<file path="src/rtl/irq_controller_pkg.sv">
// -----------------------------------------------------------------------------
// irq_controller_pkg
// Shared definitions for the interrupt controller:
//   - IRQ_BASE          default byte base of the MMIO window
//   - IRQ_*_OFS         register offsets inside the window (8-byte stride)
//   - IRQ_WINDOW_SIZE   size of the decoded window in bytes
// -----------------------------------------------------------------------------
package irq_controller_pkg;

    localparam logic [63:0] IRQ_BASE        = 64'h3000;

    localparam logic [63:0] IRQ_PENDING_OFS = 64'h00;
    localparam logic [63:0] IRQ_ENABLE_OFS  = 64'h08;
    localparam logic [63:0] IRQ_ACTIVE_OFS  = 64'h10;

    // Three 8-byte registers; offsets beyond the last one are outside.
    localparam logic [63:0] IRQ_WINDOW_SIZE = 64'h18;

endpackage

</file>
<file path="src/rtl/irq_controller_prio_enc.sv">
// -----------------------------------------------------------------------------
// irq_prio_enc
// Fixed-priority encoder, lowest set index wins. Purely combinational.
// Ports:
//   req    in   N      request bits
//   valid  out  1      at least one request bit set
//   index  out  IDX_W  index of the lowest set request bit (0 when !valid)
// -----------------------------------------------------------------------------
module irq_prio_enc #(
    parameter int N     = 4,
    parameter int IDX_W = 4
) (
    input  logic [N-1:0]     req,
    output logic             valid,
    output logic [IDX_W-1:0] index
);

    // Scan from the top down so the lowest set bit is the last assignment.
    always_comb begin
        valid = 1'b0;
        index = '0;
        for (int k = N - 1; k >= 0; k--) begin
            if (req[k]) begin
                valid = 1'b1;
                index = IDX_W'(k);
            end
        end
    end

endmodule

</file>
<file path="src/rtl/irq_controller.sv">
// -----------------------------------------------------------------------------
// irq_controller
// Edge-triggered, fixed-priority interrupt controller with an MMIO register
// window (PENDING / ENABLE / ACTIVE) and a vector/ack handshake to the CPU.
// Ports:
//   clk               single clock
//   reset_n           asynchronous active-low reset
//   irq_src           source lines (synchronous to clk), interrupt = 0->1 edge
//   interrupt_vector  0 = none, k+1 = source k being signalled
//   interrupt_ack     CPU acknowledge of the current vector
//   bus_address       byte address
//   bus_write_data    write data, bits [NUM_SRC-1:0] used
//   bus_write_enable  write strobe
//   bus_read_enable   read strobe
//   bus_read_data     registered read data
//   bus_hit           address lies inside this block's window (combinational)
// -----------------------------------------------------------------------------
module irq_controller
    import irq_controller_pkg::*;
#(
    parameter int          NUM_SRC   = 4,
    parameter int          VEC_W     = 4,
    parameter logic [63:0] BASE_ADDR = IRQ_BASE
) (
    input  logic               clk,
    input  logic               reset_n,
    input  logic [NUM_SRC-1:0] irq_src,
    output logic [VEC_W-1:0]   interrupt_vector,
    input  logic               interrupt_ack,
    input  logic [63:0]        bus_address,
    input  logic [63:0]        bus_write_data,
    input  logic               bus_write_enable,
    input  logic               bus_read_enable,
    output logic [63:0]        bus_read_data,
    output logic               bus_hit
);

    typedef enum logic [1:0] {
        ST_IDLE   = 2'd0,
        ST_ASSERT = 2'd1,
        ST_GAP    = 2'd2
    } state_t;

    state_t             state_reg;
    logic [NUM_SRC-1:0] src_q_reg;
    logic [NUM_SRC-1:0] pending_reg;
    logic [NUM_SRC-1:0] enable_reg;
    logic [NUM_SRC-1:0] pending_next;
    logic [NUM_SRC-1:0] rise;
    logic [NUM_SRC-1:0] ack_clr;
    logic [NUM_SRC-1:0] w1c_clr;
    logic [NUM_SRC-1:0] ready;
    logic [63:0]        ofs;
    logic [63:0]        rd_mux;
    logic               wr_hit;
    logic               rd_hit;
    logic               cand_valid;
    logic [VEC_W-1:0]   cand_idx;
    logic               unused_wdata;

    // ---------------- address decode ----------------
    assign ofs     = bus_address - BASE_ADDR;
    assign bus_hit = (bus_address >= BASE_ADDR) && (ofs < IRQ_WINDOW_SIZE);
    assign wr_hit  = bus_write_enable && bus_hit;
    assign rd_hit  = bus_read_enable && bus_hit;

    assign unused_wdata = ^bus_write_data[63:NUM_SRC];

    // ---------------- pending bookkeeping ----------------
    assign rise    = irq_src & ~src_q_reg;
    assign w1c_clr = (wr_hit && ofs == IRQ_PENDING_OFS) ? bus_write_data[NUM_SRC-1:0] : '0;

    // The ack clears only the source whose vector is currently presented,
    // even if that source has since been masked.
    generate
        for (genvar gi = 0; gi < NUM_SRC; gi++) begin : g_ack_clr
            assign ack_clr[gi] = (state_reg == ST_ASSERT) && interrupt_ack &&
                                 (interrupt_vector == VEC_W'(gi + 1));
        end
    endgenerate

    // A new edge overrides any clear in the same cycle so no edge is lost.
    assign pending_next = (pending_reg & ~(ack_clr | w1c_clr)) | rise;
    assign ready        = pending_reg & enable_reg;

    irq_prio_enc #(
        .N     (NUM_SRC),
        .IDX_W (VEC_W)
    ) u_prio_enc (
        .req   (ready),
        .valid (cand_valid),
        .index (cand_idx)
    );

    // ---------------- read mux ----------------
    always_comb begin
        rd_mux = '0;
        if (ofs == IRQ_PENDING_OFS) begin
            rd_mux = 64'(pending_reg);
        end else if (ofs == IRQ_ENABLE_OFS) begin
            rd_mux = 64'(enable_reg);
        end else if (ofs == IRQ_ACTIVE_OFS) begin
            rd_mux = 64'(interrupt_vector);
        end
    end

    // ---------------- registers ----------------
    always_ff @(posedge clk or negedge reset_n) begin
        if (!reset_n) begin
            src_q_reg     <= '0;
            pending_reg   <= '0;
            enable_reg    <= '0;
            bus_read_data <= '0;
        end else begin
            src_q_reg   <= irq_src;
            pending_reg <= pending_next;
            if (wr_hit && ofs == IRQ_ENABLE_OFS) begin
                enable_reg <= bus_write_data[NUM_SRC-1:0];
            end
            if (rd_hit) begin
                bus_read_data <= rd_mux;
            end
        end
    end

    // ---------------- handshake FSM ----------------
    // The vector is latched on entry to ASSERT and held there, so a later
    // higher-priority edge or a mask change cannot disturb the CPU's view.
    always_ff @(posedge clk or negedge reset_n) begin
        if (!reset_n) begin
            state_reg        <= ST_IDLE;
            interrupt_vector <= '0;
        end else begin
            case (state_reg)
                ST_IDLE: begin
                    if (cand_valid) begin
                        interrupt_vector <= cand_idx + VEC_W'(1);
                        state_reg        <= ST_ASSERT;
                    end
                end
                ST_ASSERT: begin
                    if (interrupt_ack) begin
                        interrupt_vector <= '0;
                        state_reg        <= ST_GAP;
                    end
                end
                ST_GAP: begin
                    interrupt_vector <= '0;
                    state_reg        <= ST_IDLE;
                end
                default: begin
                    interrupt_vector <= '0;
                    state_reg        <= ST_IDLE;
                end
            endcase
        end
    end

endmodule

</file>
<file path="config.mk">
export PLATFORM = sky130hd
export DESIGN_NAME = irq_controller
export DESIGN_NICKNAME = d
export VERILOG_FILES = /design/src/rtl/irq_controller_pkg.sv /design/src/rtl/irq_controller_prio_enc.sv /design/src/rtl/irq_controller.sv
export SDC_FILE = /design/constraint.sdc
export NUM_CORES = 1
export LEC_CHECK = 0
export CORE_AREA = 8 8 91 93
export CTS_BUF_LIST = sky130_fd_sc_hd__clkbuf_16
export DETAILED_ROUTE_END_ITERATION = 8
export DIE_AREA = 0 0 99 101
export PLACE_DENSITY = 0.83
export SLEW_MARGIN = 0
export SYNTH_ARGS = -nofsm -noshare
export SYNTH_HDL_FRONTEND = slang
export SYNTH_HIERARCHICAL = 1
export SYNTH_SLANG_ARGS = --single-unit
</file>
<file path="constraint.sdc">
create_clock -name clk -period 4.2 [get_ports clk]
set_clock_uncertainty 0.05 [all_clocks]
set_input_delay 0.84 -clock clk [delete_from_list [all_inputs] [get_ports clk]]
set_output_delay 0.84 -clock clk [all_outputs]
set_load 0.02 [all_outputs]
</file>
* Word-level counts from Yosys, hierarchy flattened
Index checks and enable logic that the tools add are counted.
W data, S select, Z words.
** Word-level totals
- Input bits :: 137
- Output and inout port bits :: 69
- Bits in read-only memories :: 0
- RAM bits :: 0
- Bits in latches :: 0
- Memories :: 0
- Register bits :: 82
** Cells by class
- Multiply operators :: 0
- Equality and inequality tests :: 9
- Add/subtract/negate cells :: 2
- Shifts and indexed selects :: 0
- Reductions and logical operators :: 13
- $lt $le $gt $ge :: 2
- Muxes and demuxes :: 18
- Bitwise operators :: 7
- Div/mod/pow operators :: 0
** Operators with widths (count)
- $eq A64 B4 Y1 const B :: 1
- $eq A64 B5 Y1 const B :: 1
- $ge A64 B14 Y1 const B :: 1
- $logic_not A64 Y1 :: 1
- $lt A64 B5 Y1 const B :: 1
- $mux W64 :: 1
- $sub A64 B14 Y64 const B :: 1
- $mux W4 :: 5
- $and A4 B4 Y4 :: 3
- $mux W2 :: 6
- $logic_and A1 B1 Y1 :: 10
- $eq A4 B2 Y1 const B :: 2
- $not A4 Y4 :: 2
- $or A4 B4 Y4 :: 2
- $pmux W4 S2 :: 1
- $add A4 B1 Y4 const B :: 1
- $eq A4 B1 Y1 const B :: 1
- $eq A4 B3 Y1 const B :: 1
- $mux W1 :: 4
- $ne A2 B2 Y1 const B :: 2
- $pmux W2 S2 :: 1
- $eq A2 B1 Y1 const B :: 1
- $logic_not A2 Y1 :: 1
- $reduce_and A2 Y1 :: 1

* Longest topological paths before layout
- Depth in word-level cells :: 10
- Mapped depth :: 8

* By module
Netlist, hierarchy kept.
** Modules (own cells, without submodules)
- irq_controller :: seq. area each 550.5 um2, cells each 258, area each 2225.9 um2, instances 1
- irq_prio_enc :: seq. area each 0.0 um2, cells each 10, area each 53.8 um2, instances 1

* Least setup slack after synthesis
Ideal clock, no wire load.
- Kind :: input -> output
- Start :: input port bus_address[35]
- End :: output port bus_hit
- Setup slack :: 0.395 ns
- Arrival time :: 2.915 ns
- Cell stages on the path :: 7
- Required time :: 3.310 ns
- Path through :: or2_1 > buf_6 > or4_4 > nor4_1 > mux2i_1 > nand4_1 > nor3_1
** On the way
- Word-level cells in the longest chain between the ends :: 3
- Elaborated cells on any way between the ends :: 4
- Those cells by class :: 1 x add/sub; 2 x order compare; 1 x reduce/logical
** Ends and longest elaborated chain
- start: declaration :: line irq_controller.sv:30 : input logic [63:0] bus_address,
- $sub A64 B14 Y64 :: line irq_controller.sv:62 : assign ofs = bus_address - BASE_ADDR;
- $lt A64 B5 Y1 :: line irq_controller.sv:63 : assign bus_hit = (bus_address >= BASE_ADDR) && (ofs < IRQ_WINDOW_SIZE);
- $logic_and A1 B1 Y1 (*) :: line irq_controller.sv:63
- end: declaration :: line irq_controller.sv:35 : output logic bus_hit
Every way passes the cells marked *; elsewhere a longest branch is shown, timed or not.

* Worst setup path in the final report
- Start :: input port bus_address[41]
- End :: output port bus_hit
The elaborated chain is that of the path after synthesis.

==> insert_results.sql <==
INSERT INTO impl_metrics (metric_group, metric, value, unit) VALUES
('floorplanning', 'floorplan.die_area', '10000', 'µm²'),
('hold_path', 'hold-path-cell-count', '1', ''),
('power', 'cellInternalPower', '437', 'µW'),
('clocking', 'cts-buffers-inserted', '3', ''),
('detailed_routing', 'first_pass_iters', '4', ''),
('clocking', 'tritoncts', 'done', ''),
('timing', 'fmax', '0.250', 'GHz'),
('grt', 'first_global_vias', '2301', ''),
('clocking', 'cts.clk_slew.worst_paths', '0.06', 'ns'),
('timing', 'hold_viol_final', '0', ''),
('outcome', 'outcome', 'completed', ''),
('finish', 'nets', '537', ''),
('timing', 'timing.setup.tns', '0', 'ns'),
('clocking', 'post_cts_buffers', '0', ''),
('place', 'globalplace.congestion', '0.845', ''),
('place', 'port-buffer-count', '85', ''),
('detailed_routing', 'drt-vias-per-instance', '4.75', ''),
('clocking', 'cts_hold_repair.buffers', '0', ''),
('place', 'dp_cells', '476', ''),
('place', 'preCtsSetupSlack', '-0.315', 'ns'),
('floorplanning', 'dieHeight', '101', 'µm'),
('finish', 'multiInputGateArea', '1440', 'µm²'),
('power', 'static-leakage-power', '1.49', 'nW'),
('critical_path', 'worst-path-buf-inv', '4', ''),
('critical_path', 'critical_path.reg2reg.startpoint', 'state_reg[0]$_DFFE_PN0P_', ''),
('finish', 'final_layout_size_suffix_gt1_share', '19.6', '%'),
('timing', 'ratio_of_final_minimum_period_to_clock_period', '95.1', '%'),
('floorplanning', 'horizontal_die_dimension', '99', 'µm'),
('grt', 'antenna_found_initial', '0', ''),
('hold_path', 'hold_class', 'register to register', ''),
('detailed_routing', 'wl_per_cell', '15.1', 'µm'),
('finish', 'diodes', '0', ''),
('timing', 'setup_viol', '0', ''),
('floorplanning', 'coreArea', '6940', 'µm²'),
('critical_path', 'crit_chain', 'clkdlybuf4s50_1 > nor4_2 > buf_4 > nand3_1 > nor4_2 > buf_4 > mux2i_1 > nand4_1 > nor3_2 > buf_4', ''),
('clocking', 'clockRootBuffer', 'sky130_fd_sc_hd__clkbuf_16', ''),
('grt', 'grt_pass1_wl', '10800', 'µm'),
('critical_path', 'crit_start', 'bus_address[41]', ''),
('finish', 'postLayoutCellArea', '3420', 'µm²'),
('critical_path', 'critical_path_cell_count', '10', ''),
('power', 'ir_drop_worst_vdd', '0.249', 'mV'),
('critical_path', 'critPathCaptureType', 'output pin', ''),
('synthesis', 'synth_top_area_share', '24.1', '%'),
('floorplanning', 'rows', '31', ''),
('clocking', 'clkLatencyLatePin', '0.26', 'ns'),
('critical_path', 'worst_setup_path_category', 'input pin to output pin', ''),
('critical_path', 'maximum_fanout_encountered_on_the_critical_timing_path', '3', ''),
('critical_path', 'timing.critical_path.required', '3.31', 'ns'),
('grt', 'overflow', '0', ''),
('clocking', 'clock_sinks', '22', ''),
('place', 'placement_stage_cell_area', '3320', 'µm²'),
('synthesis', 'ys_async_sr_fraction', '100', '%'),
('detailed_routing', 'final_antenna_net_count', '0', ''),
('power', 'power_frac_clock', '33.1', '%'),
('grt', 'grt_max_degree', '23', ''),
('finish', 'final_cell_count_without_fillers', '480', ''),
('detailed_routing', 'dr_total_vias', '2282', ''),
('synthesis', 'synthesized_area', '2280', 'µm²'),
('critical_path', 'cp_slowest_stage_delay', '0.44', 'ns'),
('synthesis', 'synth_sequential_area_ratio', '24.1', '%'),
('synthesis', 'yosys_warnings', '6', ''),
('synthesis', 'ys.flop_type', 'sky130_fd_sc_hd__dfrtp_1', ''),
('finish', 'postLayoutCoreUtil', '49.2', '%'),
('critical_path', 'critical-path-top-delay-family', 'simple AND/OR/NAND/NOR gates', ''),
('clocking', 'h-tree-depth', '1', ''),
('floorplanning', 'floorplan.initialDensity', '32.8', '%'),
('power', 'p_per_area', '181', 'nW/µm²'),
('synthesis', 'synth_enable_flop_cells', '0', ''),
('timing', 'worst_slew_pin_slew', '0.998', 'ns'),
('timing', 'unrepaired_setup_endpoints_after_global_routing', 'no', ''),
('synthesis', 'synthDominantAreaCellType', 'sky130_fd_sc_hd__dfrtp_1', '');
## path summary, 6_finish.rpt
path                                                   end  slack, ns
hold reg to reg                   pending_reg[0]$_DFF_PN0_       0.38
min in group asynchronous  interrupt_vector[0]$_DFFE_PN0P_       1.08
max in group asynchronous        enable_reg[3]$_DFFE_PN0P_       2.42
setup / recovery                                   bus_hit       0.21
setup reg to reg                  pending_reg[2]$_DFF_PN0_       2.13
hold / removal                    pending_reg[0]$_DFF_PN0_       0.38
## kinds of logic (layout without fill, tap and decap cells)
kind of cell	after synthesis	after routing	synth area share, %
AO/OA/AOI/OAI	36	36	12.5
flip-flops	22	22	24.1
other	2	62	0.329
XOR/XNOR	4	4	1.54
multiplexers	18	18	8.45
AND/OR/NAND/NOR	106	106	29.0
buffers and inverters	79	149	23.5
adder cells (fa/ha/maj)	1	1	0.549
## metrics by stage
step	total power [mW]	hold slack, ns
5_1_grt	0.643	0.395
3_3_place_gp	0.409	0.363
3_5_place_dp	0.413	0.365
4_1_cts	0.616	0.380
6_report	0.618	0.381
2_1_floorplan	0.343	0.360
## synth_stat cells, types with 2 or more instances
cell type,number
sky130_fd_sc_hd__o22ai_1,4
sky130_fd_sc_hd__mux2_1,8
sky130_fd_sc_hd__mux2i_1,8
sky130_fd_sc_hd__nor2b_1,2
sky130_fd_sc_hd__nor3_2,4
sky130_fd_sc_hd__nand2b_1,3
sky130_fd_sc_hd__or3_1,3
sky130_fd_sc_hd__conb_1,2
sky130_fd_sc_hd__and2_1,4
sky130_fd_sc_hd__mux2_2,2
sky130_fd_sc_hd__nand3_1,7
sky130_fd_sc_hd__nor3_1,12
sky130_fd_sc_hd__a211oi_1,3
sky130_fd_sc_hd__inv_1,13
sky130_fd_sc_hd__nor2_1,28
sky130_fd_sc_hd__a31oi_1,4
sky130_fd_sc_hd__xnor2_1,3
sky130_fd_sc_hd__nor4_4,3
sky130_fd_sc_hd__nand2_1,8
sky130_fd_sc_hd__nand4_1,7
sky130_fd_sc_hd__buf_4,62
sky130_fd_sc_hd__a21oi_1,6
sky130_fd_sc_hd__clkbuf_1,3
sky130_fd_sc_hd__o21ai_0,6
sky130_fd_sc_hd__nor4_1,11
sky130_fd_sc_hd__dfrtp_1,22
## layer usage
metal | GRT usage [%] | vias to the layer above | wire, µm
met5 | 0 | - | 0
met4 | 4.37 | 0 | 83
met3 | 3.94 | 10 | 699
met2 | 24.6 | 114 | 3740
met1 | 14.1 | 1058 | 2710
li1 | - | 1100 | -
## final cells by class
cell class | instances | area share, %
clock buffers | 3 | 2.20
clock inverters | 1 | 0.110
inverters | 13 | 1.43
multi-input cells | 227 | 42.0
flip-flops and latches | 22 | 16.1
well taps | 82 | 3.00
repair buffers | 132 | 35.2
## timing repair
action,4_1_cts,5_1_grt
pin swaps,0,1
setup endpoints to repair,1,1
gates resized for setup,4,6
## cell usage in the layout (no fill, tap or decap), types with 8 or more instances in the layout
cell type                         Yosys  routed
sky130_fd_sc_hd__nor3_1              12      11
sky130_fd_sc_hd__nand2_1              8       8
sky130_fd_sc_hd__mux2i_1              8       8
sky130_fd_sc_hd__clkdlybuf4s50_1      0      84
sky130_fd_sc_hd__mux2_1               8       8
sky130_fd_sc_hd__dfrtp_1             22      22
sky130_fd_sc_hd__inv_1               13      13
sky130_fd_sc_hd__nor2_1              28      28
sky130_fd_sc_hd__conb_1               2      62
sky130_fd_sc_hd__buf_4               62      48
sky130_fd_sc_hd__nor4_1              11       9
## power groups by stage
stage          clock network, mW  registers [mW]  logic, mW
6_report                   0.205           0.215      0.198
5_1_grt                    0.216           0.215      0.213
4_1_cts                    0.206           0.215      0.195
3_5_place_dp                   0           0.218      0.195
3_3_place_gp                   0           0.218      0.191
2_1_floorplan                  0           0.218      0.125
(Power assumes the default switching activity.)
